File: src/rtl/inst_fetch_unit.sv
// Instruction fetch front end for a 256x16 synchronous instruction memory.
// Streams sequential instructions into a 2-entry buffer or forwards loader writes.
module inst_fetch_unit #(
  parameter logic [7:0] START_PC = 8'h00
) (
  input  logic        clk,
  input  logic        rst_n,
  input  logic        load_mode,
  input  logic        load_valid,
  output logic        load_ready,
  input  logic [7:0]  load_addr,
  input  logic [15:0] load_data,
  input  logic        redirect_valid,
  input  logic [7:0]  redirect_pc,
  output logic        inst_valid,
  input  logic        inst_ready,
  output logic [15:0] inst_data,
  output logic [7:0]  inst_pc,
  output logic        mem_rw_enable,
  output logic [7:0]  mem_address,
  output logic [15:0] mem_data_in,
  input  logic [15:0] mem_data_out
);

  typedef enum logic [1:0] {S_IDLE, S_FETCH, S_LOAD} state_e;

  state_e      state_q, state_d;
  logic [7:0]  fetch_pc_q, fetch_pc_d;
  logic        inflight_q, inflight_d;
  logic [7:0]  inflight_pc_q, inflight_pc_d;
  logic [1:0]  count_q, count_d;
  logic [7:0]  pc0_q, pc0_d, pc1_q, pc1_d;
  logic [15:0] inst0_q, inst0_d, inst1_q, inst1_d;

  logic       pop, push, issue, flush, write_xfer;
  logic [2:0] occupancy;

  assign inst_valid = (count_q != 2'd0);
  assign inst_pc    = pc0_q;
  assign inst_data  = inst0_q;
  assign pop        = inst_valid && inst_ready;
  assign occupancy  = {1'b0, count_q} + {2'b00, inflight_q} - {2'b00, pop};

  assign load_ready    = (state_q == S_LOAD);
  assign write_xfer    = load_ready && load_valid;
  assign mem_rw_enable = !write_xfer;
  assign mem_data_in   = write_xfer ? load_data : 16'h0000;
  assign mem_address   = write_xfer ? load_addr :
                         (state_q == S_IDLE) ? 8'h00 : fetch_pc_q;

  // Entry 0 is always the head, so its contents stay put while the buffer is empty.
  always_comb begin
    state_d       = state_q;
    fetch_pc_d    = fetch_pc_q;
    inflight_d    = 1'b0;
    inflight_pc_d = inflight_pc_q;
    count_d       = count_q;
    pc0_d         = pc0_q;
    pc1_d         = pc1_q;
    inst0_d       = inst0_q;
    inst1_d       = inst1_q;
    issue         = 1'b0;
    flush         = 1'b0;
    push          = 1'b0;

    unique case (state_q)
      S_IDLE: state_d = load_mode ? S_LOAD : S_FETCH;
      S_FETCH: begin
        if (load_mode) begin
          state_d = S_LOAD;
          flush   = 1'b1;
        end else if (redirect_valid) begin
          flush      = 1'b1;
          fetch_pc_d = redirect_pc;
        end else begin
          push  = inflight_q;
          issue = (occupancy <= 3'd1);
        end
      end
      S_LOAD: begin
        if (!load_mode) begin
          state_d    = S_FETCH;
          fetch_pc_d = START_PC;
        end
      end
      default: state_d = S_IDLE;
    endcase

    if (issue) begin
      fetch_pc_d    = fetch_pc_q + 8'd1;
      inflight_d    = 1'b1;
      inflight_pc_d = fetch_pc_q;
    end

    if (flush) begin
      count_d = 2'd0;
    end else begin
      if (pop && (count_q == 2'd2)) begin
        pc0_d   = pc1_q;
        inst0_d = inst1_q;
      end
      if (push) begin
        if ((count_q == 2'd0) || ((count_q == 2'd1) && pop)) begin
          pc0_d   = inflight_pc_q;
          inst0_d = mem_data_out;
        end else begin
          pc1_d   = inflight_pc_q;
          inst1_d = mem_data_out;
        end
      end
      count_d = count_q + {1'b0, push} - {1'b0, pop};
    end
  end

  always_ff @(posedge clk or negedge rst_n) begin
    if (!rst_n) begin
      state_q       <= S_IDLE;
      fetch_pc_q    <= START_PC;
      inflight_q    <= 1'b0;
      inflight_pc_q <= 8'h00;
      count_q       <= 2'd0;
      pc0_q         <= 8'h00;
      pc1_q         <= 8'h00;
      inst0_q       <= 16'h0000;
      inst1_q       <= 16'h0000;
    end else begin
      state_q       <= state_d;
      fetch_pc_q    <= fetch_pc_d;
      inflight_q    <= inflight_d;
      inflight_pc_q <= inflight_pc_d;
      count_q       <= count_d;
      pc0_q         <= pc0_d;
      pc1_q         <= pc1_d;
      inst0_q       <= inst0_d;
      inst1_q       <= inst1_d;
    end
  end

endmodule

File: config.mk
export PLATFORM = sky130hd
export DESIGN_NAME = inst_fetch_unit
export DESIGN_NICKNAME = d
export VERILOG_FILES = /design/src/rtl/inst_fetch_unit.sv
export SDC_FILE = /design/constraint.sdc
export NUM_CORES = 1
export LEC_CHECK = 0
export CAP_MARGIN = 20
export CORE_ASPECT_RATIO = 1.75
export CORE_MARGIN = 8
export CORE_UTILIZATION = 47
export CTS_CLUSTER_DIAMETER = 100
export DETAILED_ROUTE_END_ITERATION = 6
export GPL_TIMING_DRIVEN = 0
export PLACE_DENSITY = 0.81
export SETUP_SLACK_MARGIN = 0.05
export SYNTH_ARGS = -nofsm -noshare
export SYNTH_HDL_FRONTEND = slang
export SYNTH_SLANG_ARGS = --single-unit
File: constraint.sdc
create_clock -name clk -period 3.6 [get_ports clk]
set_input_delay 0.72 -clock clk [delete_from_list [all_inputs] [get_ports clk]]
set_output_delay 0.72 -clock clk [all_outputs]
set_load 0.01 [all_outputs]
==> results_dict.tcl, run 1 <==
set metrics [dict create \
    status "completed" \
    grt_max_degree 70 \
    grt_overflow 0 \
    hold_viol_final 0 \
    boundaryPins 105 \
    n_antenna_cell 0 \
    h-tree-depth 3 \
    critPathCaptureType "primary output" \
    coreArea_sq_um 7079 \
    grt_pass1_wl_mm 15.59 \
    routed_wl_mm 9.491 \
    netlist_area_sq_um 3352 \
    required_ns 2.88 \
    cp_num_buf_inv 3 \
    die_height_microns 127.7 \
    yosysWarnings 0 \
    post_drt_wl_per_cell_microns 18.29 \
    powerDensity_nw_per_um2 699.9 \
    cts_max_path_buffers 2 \
    cts_root_buffer "clkbuf_16" \
    vias 2895 \
    die_area_sq_um 10200 \
    setup_tns_ns 0 \
    detail-route-antenna-nets 0 \
    drv_cap 0 \
    fill_cells 544 \
    slew_headroom_pct 43.14 \
    cp_cell_sequence "clkdlybuf4s50_1, nor2b_1, clkbuf_2, nand2_1, o21ai_0, a22o_1, clkdlybuf4s50_1" \
    cpMaxStageDelayCell "clkdlybuf4s50_1" \
    ys_ff_latch 69 \
    leakage_uw 0.002263 \
    cp_top_family "buffers and inverters" \
    hp-class "in -> async" \
    yosysUniqueCellTypes 39 \
    dp_hpwl_mm 7.026 \
    multi_input_area_sq_um 1483 \
    yosysTopAreaCell "dfrtp_1" \
    drive_gt1_share_pct 11.55 \
    seq_area_sq_um 1727 \
    min_period_over_period_pct 93.67 \
    drt_first_iter_violations 131 \
    die_x_microns 79.84 \
    slew_viol_final 0 \
    setup_viol 0 \
    final_common_cell "clkdlybuf4s50_1" \
    rows 41 \
    critPathKind "in -> out" \
    post-synth-top-area-fraction_pct 51.51 \
    cp_max_fo 8 \
    synth_nets 366 \
    critPathLaunchType "input pin" \
    syn_inst 307 \
    cts_tree "done" \
    grt.total_usage_pct 19.36 \
    ir_drop_mv 0.3814 \
    numClockSinks 69 \
    path_clk_slew_ns 0.06 \
    synthTopCellsByArea "dfrtp_1 (52%), a2bb2oi_1 (6.0%), mux2_4 (4.5%)" \
    synth.avg_cell_area_sq_um 10.92 \
    cts_buffers 9 \
    route.detailed.drc 0 \
    skew_ns 0.006461 \
    fin_util_pct 69.05 \
    gp_congestion 0.9292 \
    crit_path_frequent_cell "clkdlybuf4s50_1" \
    yosysSeqAreaShare_pct 51.51 \
    layout.nets 487 \
    antenna_found_initial 0 \
    vias_per_cell 5.578 \
    worst_slew_pin_slew_ns 0.8530 \
    period_minus_slack_ns 3.372 \
    grt_setup_unrepaired "no" \
    drtPass1Iterations 4 \
    port_buffers 104 \
    start_util_pct 47.35 \
    clock.fmax_mhz 296.6 \
    area_growth_syn_to_layout_pct 45.84 \
    critPathMaxStageDelay_ns 0.67 \
    grt_pass1_vias 3166 \
    mostFrequentLayoutCells "clkdlybuf4s50_1 (103), dfrtp_1 (69), o22ai_1 (24)" \
    clock_latency_ns 0.33 \
    critPathArrivalTime_ns 2.65 \
]
[power breakdown]
part | switching (uW) | internal [uW] | total [uW]
Sequential | 212 | 1030 | 1240
Combinational | 512 | 700 | 1210
Clock | 352 | 616 | 968
[cells in the mapped netlist]
cell type  number
nor3_1          1
a31oi_1         8
inv_1          14
nand3_1         8
o21bai_1        1
o31ai_1         3
ha_1            4
nand4_1         1
and2_1          5
a21boi_2        1
or2_1           1
or2_2           1
o22a_1          1
dfrtp_1        69
clkbuf_1       16
o21ai_0        23
mux2_4         10
buf_2           4
a21boi_0        1
a211o_1         1
buf_6           2
o22ai_1        24
fa_1            1
xnor2_1         3
and3_1         17
nand2_1        21
or3_1           1
a21o_1          1
a2bb2oi_1      23
o2bb2a_1        1
nand2b_1        2
nor2_1          5
a21oi_1         8
nand3b_1        1
mux2_2          4
nor4b_4         1
nor2b_1         1
a22o_1          8
mux2_1         10
[routing by layer]
| layer | GRT usage [%] | vias up | share of wire, % |
|---|---|---|---|
| met5 | 0 | - | 0 |
| met1 | 19.66 | 1414 | 37 |
| li1 | - | 1374 | - |
| met3 | 4.705 | 21 | 4.6 |
| met2 | 35.54 | 86 | 56 |
| met4 | 8.728 | 0 | 2.7 |
[path summary, 6_finish.rpt]
path / end / from / cells after the start / slack (ns)
setup / recovery: mem_address[1] / load_valid / 7 / 0.23
hold / removal: inst_data[11]$_DFFE_PN0N_ / rst_n / 1 / 0.49
setup reg to reg: fetch_pc_q[3]$_DFFE_PN0P_ / count_q[1]$_DFF_PN0_ / 14 / 0.69
hold reg to reg: inst1_q[9]$_DFFE_PN0P_ / inst1_q[9]$_DFFE_PN0P_ / 1 / 0.50
max in group asynchronous: fetch_pc_q[2]$_DFFE_PN0P_ / rst_n / 1 / 2.55
min in group clk: inst1_q[9]$_DFFE_PN0P_ / inst1_q[9]$_DFFE_PN0P_ / 1 / 0.50
[cell type report]
type	instances	area share, %
buffer	22	2.201
clock buffer	9	4.607
clock inverter	7	2.099
inverter	14	1.075
multi-input combinational	202	30.33
sequential	69	35.32
tap	86	2.201
timing repair buffer	110	22.17
[registers in the layout (all words and copies together) (netlist names)]
| signal | flops |
|---|---|
| pc1_q | 8 |
| state_q | 2 |
| count_q | 2 |
| inst_data | 16 |
| inflight_q | 1 |
| inst_pc | 8 |
| inst1_q | 16 |
| fetch_pc_q | 8 |
| inflight_pc_q | 8 |
[worst reg2reg max path: cells and delay by family (launching register included)]
family	cells	cell delay [ns]
buffers and inverters	5	0.79
adder cells (fa/ha/maj)	2	0.53
flip-flops	1	0.49
AO/OA/AOI/OAI	4	0.40
AND/OR/NAND/NOR	2	0.38
XOR/XNOR	1	0.18
[per-stage QoR]
| stage | instance area, sq um | hold WS (ns) | instances | setup slack, ns | total power, uW |
|---|---|---|---|---|---|
| global route | 4888 | 0.5183 | 519 | 0.1070 | 3608 |
| global placement | 4501 | 0.4735 | 497 | -0.3922 | 2377 |
| floorplan | 3352 | 0.4244 | 307 | 0.5550 | 1814 |
| detailed placement | 4498 | 0.4857 | 497 | -0.4961 | 2427 |
| finish | 4888 | 0.4874 | 519 | 0.2280 | 3421 |
| CTS | 4835 | 0.4990 | 513 | 0.06837 | 3416 |
[repair_timing]
action	in CTS	in global routing
pin swaps	0	1
gates resized for setup	3	3
hold buffers	0	0
setup buffers	0	6
endpoints found under the setup margin	10	24
[kinds of logic after synthesis]
logic type               count (synthesis)  synth area share, %
AO/OA/AOI/OAI                          104                21.20
AND/OR/NAND/NOR                         66                10.60
multiplexers                            24                9.182
adder cells (fa/ha/maj)                  5                2.090
buffers and inverters                   36                4.629
flip-flops                              69                51.51
XOR/XNOR                                 3               0.7840
Note: power is estimated with default switching activity, not from simulation.
==> run 2: changes to the inputs <==
CTS_CLUSTER_DIAMETER = unset   (was 100)
PLACE_DENSITY = 0.78   (was 0.81)
==> results_dict.tcl, run 2 (synthesized netlist as in run 1, its figures left out) <==
set metrics [dict create \
    slew_headroom_pct 43.83 \
    r2r_end "fetch_pc_q[3]$_DFFE_PN0P_" \
    hold_depth 1 \
    die_height_microns 127.7 \
    leakage_uw 0.002254 \
    n_antenna_cell 0 \
    setup_tns_ns 0 \
    critPathKind "in -> reg" \
    cp_top_family "buffers and inverters" \
    grt_setup_unrepaired "no" \
    fin_util_pct 68.68 \
    slew_viol_final 0 \
    die_area_sq_um 10200 \
    antenna_found_initial 0 \
    met3WireLength_microns 711 \
    min_period_over_period_pct 92.29 \
    drive_gt1_share_pct 10.67 \
    grt_pass1_vias 3107 \
    routed_wl_mm 9.236 \
    reg2regPathDepth 12 \
    critPathMaxStageDelay_ns 0.52 \
    status "completed" \
    cts_root_buffer "clkbuf_16" \
    start_util_pct 47.35 \
    numClockSinks 69 \
    boundaryPins 105 \
    vias 2883 \
    drv_cap 0 \
    cts_buffers 9 \
    top_layer "met4" \
    ctsHoldBuffers 0 \
    cp_cell_sequence "clkdlybuf4s50_1, nand3b_1, clkbuf_2, inv_1, a21o_1, ha_1, inv_1, fa_1, xnor2_1, nand3_2, inv_1, buf_2, o31ai_1, a21oi_1, a31oi_1" \
    drt_first_iter_violations 190 \
    worst_slew_pin_slew_ns 0.8426 \
    mostFrequentLayoutCells "clkdlybuf4s50_1 (103), dfrtp_1 (69), o22ai_1 (24)" \
    layout.nets 485 \
    post_dp_cell_area_sq_um 4498 \
    skew_ns 0.005953 \
    powerDensity_nw_per_um2 695.0 \
    ir_drop_mv 0.3820 \
    route.detailed.drc 0 \
    required_ns 3.79 \
    clock_latency_ns 0.33 \
    path_clk_slew_ns 0.05 \
    critPathCaptureType "flip-flop" \
    dp_hpwl_mm 6.916 \
    hp-class "reg -> reg" \
    grt_pass1_wl_mm 15.07 \
    hold_viol_final 0 \
    grt.total_usage_pct 18.82 \
    port_buffers 104 \
    detail-route-antenna-nets 0 \
    min_to "inst1_q[7]$_DFFE_PN0P_" \
    critPathLaunchType "input pin" \
    grt_overflow 0 \
    drtPass1Iterations 4 \
    cts_tree "done" \
    final_common_cell "clkdlybuf4s50_1" \
    gp_congestion 0.8802 \
    grt_max_degree 70 \
    cts_max_path_buffers 2 \
    met2_wirelength_mm 4.841 \
    r2r_setup_slack_ns 0.67 \
    cpMaxStageDelayCell "clkdlybuf4s50_1" \
    r2r-start "count_q[1]$_DFF_PN0_" \
    post_drt_wl_per_cell_microns 17.86 \
    design_area_sq_um 4862 \
    area_growth_syn_to_layout_pct 45.05 \
    h-tree-depth 3 \
    cp_num_buf_inv 6 \
    critPathArrivalTime_ns 3.51 \
    die_x_microns 79.84 \
    min-delay-start "inst1_q[7]$_DFFE_PN0P_" \
    wl_met1_mm 3.483 \
    rows 41 \
    clock.fmax_mhz 301.0 \
    period_minus_slack_ns 3.323 \
    crit_path_frequent_cell "inv_1" \
    setup_viol 0 \
    cp_max_fo 10 \
    coreArea_sq_um 7079 \
    vias_per_cell 5.576 \
]
-- run 2: cell types whose count changed in the layout (fill, tap and decap cells not counted), sizes merged --
cell      delta
buf          -2
clkbuf       +3
clkinv       +2
clkinvlp     -1
inv          -4
-- run 2: worst register-to-register path: stages, from the launching register on --
cell,delay (ns)
dfrtp_1,0.46
nand3b_1,0.16
clkbuf_2,0.25
inv_1,0.11
a21o_1,0.17
ha_1,0.17
inv_1,0.06
fa_1,0.45
nand3_2,0.15
buf_4,0.14
clkbuf_1,0.39
nand3_1,0.16
a31oi_1,0.18
-- run 2: metal layers --
metal | vias to the layer above | track usage, %
met4 | 0 | 9.806
met1 | 1388 | 19.44
li1 | 1376 | -
met3 | 15 | 6.601
met5 | - | 0
met2 | 104 | 32.21
-- run 2: what timing repair did --
item                                    CTS  global route
pin swaps                                 0             1
gates resized for setup                   2             2
endpoints found under the setup margin   14             5
hold endpoints to repair                  0             0
buffers inserted                          1             3
-- run 2: worst max path at each step --
stage	start	end	depth (start not counted)
floorplan	inst_ready	fetch_pc_q[4]$_DFFE_PN0P_	13
global placement	inst_ready	fetch_pc_q[3]$_DFFE_PN0P_	15
detailed placement	inst_ready	fetch_pc_q[3]$_DFFE_PN0P_	15
CTS	load_valid	mem_address[0]	7
global route	inst_ready	fetch_pc_q[3]$_DFFE_PN0P_	14
finish	inst_ready	fetch_pc_q[6]$_DFFE_PN0P_	15
-- run 2: stage by stage --
step	setup slack (ns)	hold slack (ns)	std cells	power, uW
after global placement	-0.4333	0.4737	497	2385
after floorplan	0.5550	0.4244	307	1814
after CTS	0.1880	0.5030	514	3404
final	0.2775	0.4940	517	3379
after global routing	0.08203	0.5138	517	3556
after detailed placement	-0.5284	0.4875	497	2424
-- run 2: final cells by class --
class / count / area, sq um
plain buffers: 22 / 105.1
clock buffers: 12 / 256.5
clock inverters: 4 / 70.07
fillers: 550 / 2217
inverters: 14 / 52.55
multi-input cells: 202 / 1475
flip-flops and latches: 69 / 1727
well taps: 86 / 107.6
repair buffers: 108 / 1069
-- run 2: where the power goes --
| part | internal, uW | total (uW) | leakage, uW | switching (uW) |
|---|---|---|---|---|
| clock | 641 | 949 | 0.000163 | 308 |
| sequential | 1030 | 1240 | 0.000878 | 206 |
| combinational | 687 | 1190 | 0.00121 | 508 |
==> run 3: changes to the inputs <==
CORE_ASPECT_RATIO = 0.8   (was 1.75)
==> results_dict.tcl, run 3 (synthesized netlist as in run 1, its figures left out) <==
set metrics [dict create \
    post_drt_wl_per_cell_microns 17.71 \
    dp_hpwl_mm 6.861 \
    route.detailed.drc 0 \
    n_antenna_cell 0 \
    reg2regPathDepth 14 \
    critPathLaunchType "input pin" \
    layout.nets 484 \
    grt_pass1_vias 3056 \
    cts_max_path_buffers 2 \
    routed_wl_mm 9.137 \
    dpl_worst_slack_ns -0.5375 \
    drive_gt1_share_pct 10.02 \
    grt_setup_unrepaired "no" \
    die_height_microns 91.54 \
    hp-class "in -> async" \
    gp_congestion 0.7979 \
    status "completed" \
    cts_tree "done" \
    slew_viol_final 0 \
    critPathArrivalTime_ns 2.68 \
    hold_viol_final 0 \
    min_period_over_period_pct 94.47 \
    powerDensity_nw_per_um2 642.1 \
    worst_slew_pin_slew_ns 0.8434 \
    grt.total_usage_pct 17.92 \
    clock_latency_ns 0.33 \
    grt_overflow 0 \
    boundaryPins 105 \
    final_common_cell "clkdlybuf4s50_1" \
    mostFrequentLayoutCells "clkdlybuf4s50_1 (103), dfrtp_1 (69), o22ai_1 (24)" \
    start_util_pct 48.64 \
    slew_headroom_pct 43.78 \
    postLayoutSetupSlackWorst_ns 0.1991 \
    path_clk_slew_ns 0.07 \
    area_growth_syn_to_layout_pct 40.61 \
    design_area_sq_um 4713 \
    numClockSinks 69 \
    setup_viol 0 \
    drv_cap 0 \
    drtPass1Iterations 4 \
    required_ns 2.88 \
    die_area_sq_um 10110 \
    coreArea_sq_um 6892 \
    h-tree-depth 3 \
    leakage_uw 0.002176 \
    port_buffers 104 \
    holdWs_ns 0.4833 \
    drt_first_iter_violations 157 \
    rows 27 \
    fin_util_pct 68.39 \
    grt_max_degree 70 \
    vias_per_cell 5.655 \
    antenna_found_initial 0 \
    skew_ns 0.006998 \
    cts_root_buffer "clkbuf_8" \
    detail-route-antenna-nets 0 \
    cts_buffers 9 \
    ir_drop_mv 0.3819 \
    die_x_microns 110.4 \
    clock.fmax_mhz 294.0 \
    vias 2918 \
    total_power_uw 3026 \
    critPathCaptureType "primary output" \
    grt_pass1_wl_mm 15.28 \
    cp_max_fo 8 \
    critPathKind "in -> out" \
    post_dp_cell_area_sq_um 4499 \
    period_minus_slack_ns 3.401 \
]
## run 3: repair_timing
item / CTS / global route
hold buffers: 0 / 0
gates cloned: 0 / 0
setup buffers: 1 / 2
setup endpoints to repair: 16 / 2
pin swaps: 0 / 1
resized for setup: 3 / 1
## run 3: layout make-up
type	instances	area [sq um]
tap	87	108.9
fill	530	2178
timing repair buffer	107	1061
clock inverter	5	52.55
inverter	14	52.55
sequential	69	1727
buffer	22	108.9
multi-input combinational	202	1475
clock buffer	10	127.6
## run 3: through the flow
stage               TNS, ns  std cells
global placement     -35.04        498
detailed placement   -6.235        498
CTS                       0        514
finish                    0        516
floorplan                 0        307
global route              0        516
## run 3: path summary, 6_finish.rpt
path	from	slack, ns	to
max	load_valid	0.20	mem_address[0]
min	rst_n	0.48	inst_data[12]$_DFFE_PN0N_
max reg2reg	count_q[1]$_DFF_PN0_	0.67	fetch_pc_q[3]$_DFFE_PN0P_
min reg2reg	inst1_q[4]$_DFFE_PN0P_	0.50	inst1_q[4]$_DFFE_PN0P_
max in group asynchronous	rst_n	2.57	fetch_pc_q[2]$_DFFE_PN0P_
min in group clk	inst1_q[4]$_DFFE_PN0P_	0.50	inst1_q[4]$_DFFE_PN0P_
## run 3: metal layers
metal	vias to the layer above	wire length, microns	GRT usage [%]
li1	1366	-	-
met1	1452	3977	22.37
met2	87	4514	28.89
met3	13	546	5.325
met4	0	98	6.285
met5	-	0	0
## run 3: where the power goes
| part | switching [uW] | internal (uW) |
|---|---|---|
| combinational | 515 | 688 |
| sequential | 202 | 1030 |
| clock | 282 | 313 |
## run 3: worst max-delay path, stage by stage
cell and delay [ns]:
clkdlybuf4s50_1 0.62, nor2b_1 0.16, clkbuf_1 0.28, nand2_1 0.10, o21ai_0 0.10, a22o_1 0.16
clkdlybuf4s50_1 0.54
